<file path="src/rtl/regfile_pkg.sv">
// regfile_pkg: function codes, context commands and FSM states shared by the register file.
package regfile_pkg;

    typedef enum logic [2:0] {
        FS_DEC,
        FS_INC,
        FS_LOAD,
        FS_CLR,
        FS_CLR_LO,
        FS_WR_LO,
        FS_WR_HI,
        FS_SEXT_LO
    } fun_sel_e;

    localparam logic [1:0] CTX_NONE    = 2'b00;
    localparam logic [1:0] CTX_SAVE    = 2'b01;
    localparam logic [1:0] CTX_RESTORE = 2'b10;

    typedef enum logic [1:0] {
        ST_IDLE,
        ST_SAVE,
        ST_RESTORE
    } state_e;

endpackage

</file>
<file path="src/rtl/param_register.sv">
// param_register: one register with its function unit; d is the next value.
// With REGFILE_BYPASS_EN defined, d is also exported for write-through reads.
module param_register
    import regfile_pkg::*;
#(
    parameter int WIDTH = 16
) (
    input  logic             clk,
    input  logic             rst,
    input  logic             en,
    input  fun_sel_e         fun_sel,
    input  logic [WIDTH-1:0] data,
    output logic [WIDTH-1:0] q
`ifdef REGFILE_BYPASS_EN
    ,
    output logic [WIDTH-1:0] d
`endif
);

    localparam int HALF = WIDTH / 2;

`ifndef REGFILE_BYPASS_EN
    logic [WIDTH-1:0] d;
`endif
    logic [WIDTH-1:0] f;

    always_comb begin
        case (fun_sel)
            FS_DEC:    f = q - WIDTH'(1);
            FS_INC:    f = q + WIDTH'(1);
            FS_LOAD:   f = data;
            FS_CLR:    f = '0;
            FS_CLR_LO: f = {{HALF{1'b0}}, data[HALF-1:0]};
            FS_WR_LO:  f = {q[WIDTH-1:HALF], data[HALF-1:0]};
            FS_WR_HI:  f = {data[HALF-1:0], q[HALF-1:0]};
            default:   f = {{HALF{data[HALF-1]}}, data[HALF-1:0]};
        endcase
        d = en ? f : q;
    end

    always_ff @(posedge clk) begin
        if (rst) q <= '0;
        else     q <= d;
    end

endmodule

</file>
<file path="src/rtl/param_register_file.sv">
// param_register_file: R/S register file with two async read ports and a shadow-bank save/restore FSM.
// Define REGFILE_BYPASS_EN to make reads of a register being written return its next value.
module param_register_file
    import regfile_pkg::*;
#(
    parameter  int WIDTH = 16,
    parameter  int N_GPR = 4,
    parameter  int N_SCR = 4,
    localparam int SELW  = $clog2(N_GPR + N_SCR)
) (
    input  logic             Clock,
    input  logic             Reset,
    input  logic [WIDTH-1:0] I,
    input  logic [2:0]       FunSel,
    input  logic [N_GPR-1:0] RegSel,
    input  logic [N_SCR-1:0] ScrSel,
    input  logic [SELW-1:0]  OutASel,
    input  logic [SELW-1:0]  OutBSel,
    input  logic [1:0]       Ctx,
    output logic [WIDTH-1:0] OutA,
    output logic [WIDTH-1:0] OutB,
    output logic             Busy
);

    localparam int N  = N_GPR + N_SCR;
    localparam int KW = N_GPR > 1 ? $clog2(N_GPR) : 1;

    state_e           state, next_state;
    logic [KW-1:0]    k;
    logic             last;
    logic [WIDTH-1:0] shadow [N_GPR];
    logic [WIDTH-1:0] r      [N_GPR];
    logic [WIDTH-1:0] q      [N];
    logic [WIDTH-1:0] rd     [N];

    assign last = int'(k) == N_GPR - 1;

    always_ff @(posedge Clock) begin
        if (Reset) begin
            state <= ST_IDLE;
            k     <= '0;
        end else begin
            state <= next_state;
            k     <= (state == ST_IDLE || last) ? '0 : k + KW'(1);
        end
    end

    always_comb begin
        next_state = state == ST_IDLE ? (Ctx == CTX_SAVE    ? ST_SAVE :
                                         Ctx == CTX_RESTORE ? ST_RESTORE : ST_IDLE) :
                     last ? ST_IDLE : state;
    end

    always_comb begin
        Busy = state != ST_IDLE;
    end

    always_ff @(posedge Clock) begin
        if (Reset) begin
            for (int n = 0; n < N_GPR; n++) shadow[n] <= '0;
        end else if (state == ST_SAVE) begin
            shadow[k] <= r[k];
        end
    end

    // R-regs take the shadow value while being restored; RegSel is locked out while busy.
    for (genvar g = 0; g < N; g++) begin : g_reg
        logic             en;
        fun_sel_e         fun;
        logic [WIDTH-1:0] data;
        if (g < N_GPR) begin : g_r
            logic hit;
            assign hit  = state == ST_RESTORE && int'(k) == g;
            assign en   = hit || (!Busy && !RegSel[N_GPR-1-g]);
            assign fun  = hit ? FS_LOAD : fun_sel_e'(FunSel);
            assign data = hit ? shadow[g] : I;
            assign r[g] = q[g];
        end else begin : g_s
            assign en   = !ScrSel[N-1-g];
            assign fun  = fun_sel_e'(FunSel);
            assign data = I;
        end
        param_register #(.WIDTH(WIDTH)) u_reg (
            .clk     (Clock),
            .rst     (Reset),
            .en      (en),
            .fun_sel (fun),
            .data    (data),
`ifdef REGFILE_BYPASS_EN
            .d       (rd[g]),
`endif
            .q       (q[g])
        );
`ifndef REGFILE_BYPASS_EN
        assign rd[g] = q[g];
`endif
    end

    assign OutA = int'(OutASel) < N ? rd[OutASel] : '0;
    assign OutB = int'(OutBSel) < N ? rd[OutBSel] : '0;

endmodule
</file>
<file path="config.mk">
export PLATFORM = sky130hd
export DESIGN_NAME = param_register_file
export DESIGN_NICKNAME = d
export VERILOG_FILES = /design/src/rtl/regfile_pkg.sv /design/src/rtl/param_register.sv /design/src/rtl/param_register_file.sv
export SDC_FILE = /design/constraint.sdc
export NUM_CORES = 1
export LEC_CHECK = 0
export ABC_CLOCK_PERIOD_IN_PS = 11300
export CAP_MARGIN = 10
export CELL_PAD_IN_SITES_DETAIL_PLACEMENT = 1
export CELL_PAD_IN_SITES_GLOBAL_PLACEMENT = 1
export CORE_MARGIN = 1.5
export CORE_UTILIZATION = 52
export DETAILED_ROUTE_END_ITERATION = 8
export GPL_TIMING_DRIVEN = 0
export HOLD_SLACK_MARGIN = 0.06
export MAX_ROUTING_LAYER = met4
export PLACE_DENSITY_LB_ADDON = 0.15
export SLEW_MARGIN = 0
export SYNTH_ARGS = -nofsm -noshare
export SYNTH_HDL_FRONTEND = slang
export SYNTH_SLANG_ARGS = --single-unit
</file>
<file path="constraint.sdc">
create_clock -name Clock -period 11.3 [get_ports Clock]
set_input_delay 2.26 -clock Clock [delete_from_list [all_inputs] [get_ports Clock]]
set_output_delay 2.26 -clock Clock [all_outputs]
set_load 0.02 [all_outputs]
</file>
==> results of run 1 <==
placed cells by master, fill, tap and decap left out, drive strengths merged, types with 21 or more instances in the layout:
cell / synthesis / layout
nor2: 182 / 182
a21oi: 158 / 158
dfxtp: 132 / 132
ha: 125 / 125
nand2: 123 / 123
o21ai: 98 / 98
clkbuf: 68 / 86
mux4: 80 / 80
xnor2: 68 / 68
edfxtp: 64 / 64
and2: 61 / 61
clkdlybuf4s50: 0 / 60
a21o: 45 / 45
a211oi: 44 / 44
nor3: 41 / 41
mux2: 39 / 39
inv: 33 / 38
xor2: 33 / 33
o211ai: 32 / 32
buf: 26 / 28
nor2b: 24 / 24
o22ai: 22 / 22
a31oi: 21 / 21
nand2b: 21 / 21
power groups by stage:
stage / logic (mW) / clock network, mW / registers [mW]
after global routing: 1.18 / 0.727 / 0.886
after floorplan: 0.767 / 0 / 0.850
after detailed placement: 1.05 / 0 / 0.891
final: 1.10 / 0.708 / 0.881
after global placement: 1.01 / 0 / 0.886
after CTS: 1.07 / 0.704 / 0.876
cell families (layout without fill, tap and decap cells):
logic type / after synthesis / after routing / synth area share (%)
simple gates: 530 / 530 / 15.65
buf+inv: 127 / 222 / 3.181
mux: 122 / 122 / 14.22
compound gates: 541 / 541 / 22.24
fa+ha+maj: 133 / 133 / 10.75
flops: 196 / 196 / 28.45
xor+xnor: 101 / 101 / 5.513
layout make-up:
type,instances,area [sq um],area share [%]
multi-input cells,1427,10970,61.58
flip-flops and latches,196,4564,25.62
repair buffers,63,630.6,3.539
well taps,396,495.5,2.781
clock buffers,17,425.4,2.387
plain buffers,94,386.6,2.170
clock inverters,15,219.0,1.229
inverters,33,123.9,0.6952
routing by layer:
| layer | wire length [microns] | up-vias | global-route usage, % |
|---|---|---|---|
| met5 | 0 | - | - |
| met4 | 3295 | 0 | 20.45 |
| met3 | 6293 | 252 | 6.255 |
| met2 | 28860 | 961 | 63.55 |
| met1 | 26470 | 7938 | 56.41 |
| li1 | - | 6783 | - |
sequential cells by signal (all words and copies together), names as in the netlist:
name       cells
k              2
shadow        64
g.u_reg.q    128
state          2
worst reg2reg max path: cells and delay by family (launching register included):
kind / cells / cell delay, ps
AO/OA/AOI/OAI: 5 / 1890
XOR/XNOR: 1 / 110
adder cells (fa/ha/maj): 2 / 900
buffers and inverters: 3 / 1140
flip-flops: 1 / 370
AND/OR/NAND/NOR: 4 / 1170
how the worst max path moves through the flow:
stage,cells after the start,slack [ps],from,end
floorplan,14,4630,FunSel[2],g_reg[2].u_reg.q[15]
global placement,14,1310,FunSel[0],g_reg[0].u_reg.q[14]
detailed placement,15,2770,FunSel[0],g_reg[0].u_reg.q[14]
CTS,15,3170,FunSel[0],g_reg[0].u_reg.q[14]
global route,15,2800,FunSel[0],g_reg[0].u_reg.q[14]
finish,15,2880,FunSel[0],g_reg[0].u_reg.q[14]
per-stage QoR:
step | worst slack (ps) | cells | hold slack (ps) | instance area, sq um
CTS | 3172 | 2239 | 492.6 | 17810
global route | 2797 | 2241 | 509.1 | 17820
floorplan | 4633 | 1750 | 448.4 | 16050
finish | 2879 | 2241 | 485.7 | 17820
global placement | 1310 | 2206 | 453.6 | 17140
detailed placement | 2774 | 2207 | 470.9 | 17160
==> impl_metrics.tcl, run 1 <==
set metrics [dict create \
    r2r_slack_ps 5620 \
    vdd_drop_max_uv 121.9 \
    ys_types 76 \
    ios 70 \
    critPathCaptureType "flip-flop" \
    path_cells "clkdlybuf4s50_1 -> buf_1 -> nand2_2 -> buf_12 -> inv_1 -> nand2_1 -> fa_1 -> nand3_1 -> a21oi_1 -> o31ai_1 -> a21oi_1 -> o41ai_1 -> xnor2_1 -> a22oi_1 -> nor2_1" \
    die_y_microns 178.7 \
    cts_max_level 4 \
    n_fill_cell 3525 \
    cellLeakagePower_nw 6.912 \
    period_share_pct 74.52 \
    die-area_sq_um 31920 \
    tightest_slew_ps 1243 \
    cp.arrival_ps 8790 \
    synth_area_leaders "dfxtp_1 16%, edfxtp_1 12%, mux4_2 11%" \
    root_buffer "clkbuf_16" \
    seqPwrFrac_pct 32.8 \
    rows 64 \
    clkTransAtPathRegs_ps 80 \
    holdCritStartpoint "shadow[0][3]" \
    finClkSkew_ps 14.20 \
    min_delay_path_depth 2 \
    gp_congestion 0.9583 \
    max_freq_mhz 118.8 \
    numClockSinks 196 \
    vias_per_cell 7.110 \
    hold_violations 0 \
    timing.critical_path.mode_cell "a21oi_1" \
    core_sq_um 30510 \
    worstPathRequired_ps 11670 \
    p_sw_mw 1.062 \
    yosys.area.top_type "dfxtp_1" \
    status "complete, no violations" \
    antenna_found_initial 1 \
    crit_buf_inv 4 \
    slew_viol_final 0 \
    port_buffers 60 \
    place_hpwl_microns 48770 \
    clk_path_buf_depth 2 \
    power_mw 2.691 \
    synth_async_sr_flop_share_pct 0 \
    synth_seq_area_share_pct 28.45 \
    synth_cells 1750 \
    worstRegToRegCells 15 \
    crit_fanout 37 \
    cap_violations 0 \
    cts_tree "built" \
    synth-edff-count 64 \
    cts_resized 0 \
    wl_microns 64920 \
    drive_gt1_share_pct 10.51 \
    synth_nets 1920 \
    setup_tns_ps 0 \
    grt_max_degree 38 \
    post-route-min-period_ps 8421 \
    die_w_microns 178.7 \
    grt_pass1_wl_microns 97000 \
    p_comb_share_pct 40.9 \
    synth_seq_cells 196 \
    ys.flop_type "dfxtp_1" \
    synth.most_common_cell "nor2_1" \
    route.detailed.drc 0 \
    setup-violations-final 0 \
    utilization_pct 58.40 \
    fin_nets 2002 \
    first_pass_iters 5 \
    critical_path.slowest_cell "o31ai_1" \
    internal_power_mw 1.629 \
    antenna_cells 0 \
    post_cts.repair.setup_buffers 0 \
    vias 15930 \
    routedWlPerCell_microns 28.97 \
    grt.overflow.total 0 \
    synth_top_area_share_pct 16.47 \
    first_global_vias 15860 \
    yosys_warnings 0 \
    syn_avg_cell_area_sq_um 9.169 \
    timing.rr.start "k[1]" \
    start_util_pct 52.59 \
    drt-initial-drc-count 1719 \
    ant_nets 0 \
    clock_power_share_pct 26.3 \
    crit_path_start_kind "primary input" \
    ctsHoldBuffers 0 \
    path_delay_family "buffers and inverters" \
    cts_buffers 17 \
    swShare_pct 39.48 \
    area_delta_synth_final_pct 11.05 \
    rr_endpoint "g_reg[0].u_reg.q[14]" \
    rsz0062_at_grt "no" \
    slowest_delay_ps 760 \
    clk_latency_ps 480 \
    power_density_nw_per_um2 151.0 \
    syn_area_sq_um 16050 \
    grt_use_total_pct 42.44 \
    crit_type "in2reg" \
    holdPathEnd "g_reg[0].u_reg.q[3]" \
    hold_path.class "reg2reg" \
    ys_top_cells_by_count "181 x nor2_1, 155 x a21oi_1, 132 x dfxtp_1, 125 x ha_1, 123 x nand2_1" \
    relSlewSlack_pct 16.43 \
]
(Power assumes the default switching activity.)
==> run 2, diff against run 1 <==
--- a/config.mk
+++ b/config.mk
@@ -5,12 +5,12 @@
 export SDC_FILE = /design/constraint.sdc
 export NUM_CORES = 1
 export LEC_CHECK = 0
-export ABC_CLOCK_PERIOD_IN_PS = 11300
+export ABC_CLOCK_PERIOD_IN_PS = 8500
 export CAP_MARGIN = 10
 export CELL_PAD_IN_SITES_DETAIL_PLACEMENT = 1
 export CELL_PAD_IN_SITES_GLOBAL_PLACEMENT = 1
 export CORE_MARGIN = 1.5
-export CORE_UTILIZATION = 52
+export CORE_UTILIZATION = 49
 export DETAILED_ROUTE_END_ITERATION = 8
 export GPL_TIMING_DRIVEN = 0
 export HOLD_SLACK_MARGIN = 0.06
==> constraint.sdc (replaced) <==
create_clock -name Clock -period 8.5 [get_ports Clock]
set_input_delay 1.7 -clock Clock [delete_from_list [all_inputs] [get_ports Clock]]
set_output_delay 1.7 -clock Clock [all_outputs]
set_load 0.02 [all_outputs]
==> run 2 against run 1 <==
- total power rose by 30%
- clock skew about the same
- die area up 6.0%
- sequential power up 33%
- critical path depth stayed put
- combinational power rose by 33%
- worst hold slack lost 6.3 ps
- flip-flop and latch count did not move
- final area hardly changed
- final cell count rose by 2.1%
- clock power rose by 21%
- highest routed layer unchanged
==> impl_metrics.tcl, run 2 (synthesized netlist as in run 1, its figures left out) <==
set metrics [dict create \
    status "complete, no violations" \
    period_share_pct 91.94 \
    clk_latency_ps 460 \
    core_sq_um 32370 \
    post-route-min-period_ps 7815 \
    holdWs_ps 479.4 \
    tightest_slew_ps 1253 \
    first_global_vias 16010 \
    clk_path_buf_depth 2 \
    path_cells "clkdlybuf4s50_1 -> buf_1 -> nand2_2 -> buf_12 -> inv_1 -> nand2_1 -> ha_1 -> a21oi_1 -> a21oi_1 -> o31ai_1 -> a21oi_1 -> o41ai_1 -> xnor2_1 -> a22oi_1 -> nor2_1" \
    top_regs "g.u_reg.q x128, shadow x64" \
    antenna_cells 0 \
    power_density_nw_per_um2 195.7 \
    wl_microns 65190 \
    setup-violations-final 0 \
    finClkSkew_ps 13.90 \
    cts_buffers 17 \
    root_buffer "clkbuf_16" \
    ctsHoldBuffers 0 \
    grt_pass1_wl_microns 98370 \
    crit_buf_inv 4 \
    clkTransAtPathRegs_ps 70 \
    grt_use_total_pct 40.31 \
    grt.overflow.total 0 \
    largest_register_ff_count 128 \
    max_freq_mhz 128.0 \
    first_pass_iters 5 \
    grt_max_degree 38 \
    antenna_found_initial 0 \
    cts_tree "built" \
    fin_area_sq_um 17810 \
    fin_nets 2002 \
    port_buffers 60 \
    cts_max_level 4 \
    die_y_microns 184.0 \
    rows 66 \
    crit_type "in2reg" \
    drt-initial-drc-count 1745 \
    startpoint "FunSel[0]" \
    path_delay_family "buffers and inverters" \
    timing.rr.start "k[1]" \
    hold_violations 0 \
    worstRegToRegCells 15 \
    ant_nets 0 \
    final_common_cell "nor2_1" \
    cp.arrival_ps 8170 \
    worstPathRequired_ps 8850 \
    critPathCaptureType "flip-flop" \
    hold_path.class "reg2reg" \
    relSlewSlack_pct 16.48 \
    cellLeakagePower_nw 6.895 \
    cap_violations 0 \
    routedWlPerCell_microns 28.51 \
    die_w_microns 184.0 \
    holdCritStartpoint "shadow[0][2]" \
    drive_gt1_share_pct 10.46 \
    dp_cells 2253 \
    slew_viol_final 0 \
    final_cell_mix "181 x nor2_1, 155 x a21oi_1, 132 x dfxtp_1, 125 x ha_1, 122 x nand2_1" \
    fin_ws_ps 685.3 \
    route.detailed.drc 0 \
    top_register "g.u_reg.q" \
    numClockSinks 196 \
    slowest_delay_ps 760 \
    crit_path_start_kind "primary input" \
    die-area_sq_um 33840 \
    area_delta_synth_final_pct 11.03 \
    vdd_drop_max_uv 156.1 \
    fin_cells 2287 \
    crit_fanout 37 \
    critical_path.slowest_cell "nand2_1" \
    ios 70 \
    dpl_worst_slack_ps 638.3 \
    timing.critical_path.mode_cell "a21oi_1" \
    gp_congestion 0.9804 \
    vias 15860 \
    min_delay_path_depth 2 \
    vias_per_cell 6.937 \
    place_area_sq_um 17220 \
    rsz0062_at_grt "no" \
    cp_num_cells 15 \
    start_util_pct 49.57 \
    place_hpwl_microns 48550 \
    cts_resized 0 \
    post_cts.repair.setup_buffers 0 \
]
[run 2: report_power, final]
group          switching [mW]  internal, mW  total (mW)
registers               0.127          1.05        1.17
clock network           0.422         0.434       0.855
logic                   0.842         0.617        1.46
[run 2: final timing paths]
kind                          end  slack, ps
min           g_reg[0].u_reg.q[2]        480
max          g_reg[0].u_reg.q[14]        690
min reg2reg   g_reg[0].u_reg.q[2]        480
max reg2reg  g_reg[0].u_reg.q[14]       2950
[run 2: per-stage QoR]
stage	utilization (%)	setup TNS [ps]	power, mW
6_report	55.03	0	3.487
5_1_grt	55.03	0	3.637
4_1_cts	55.00	0	3.442
3_5_place_dp	53.20	0	2.590
3_3_place_gp	53.13	-14170	2.524
2_1_floorplan	-	0	2.151
[run 2: cell type report]
cell class	count	area [sq um]
plain buffers	94	386.6
clock buffers	19	464.2
clock inverters	13	118.9
fillers	3797	14560
inverters	33	123.9
multi-input cells	1427	10970
flip-flops and latches	196	4564
well taps	442	553.0
repair buffers	63	630.6
[run 2: worst min-delay path, delay by kind of cell, from the launching register on]
| kind | cells | cell delay [ps] |
|---|---|---|
| AOI/OAI and AO/OA | 1 | 50 |
| DFF | 1 | 320 |
| and+or+nand+nor | 1 | 70 |
[run 2: metal layers]
layer	wire, microns	GRT usage, %	up-vias
li1	-	-	6793
met1	27090	52.96	8011
met2	28740	59.89	847
met3	5609	6.161	213
met4	3761	21.54	0
met5	0	-	-
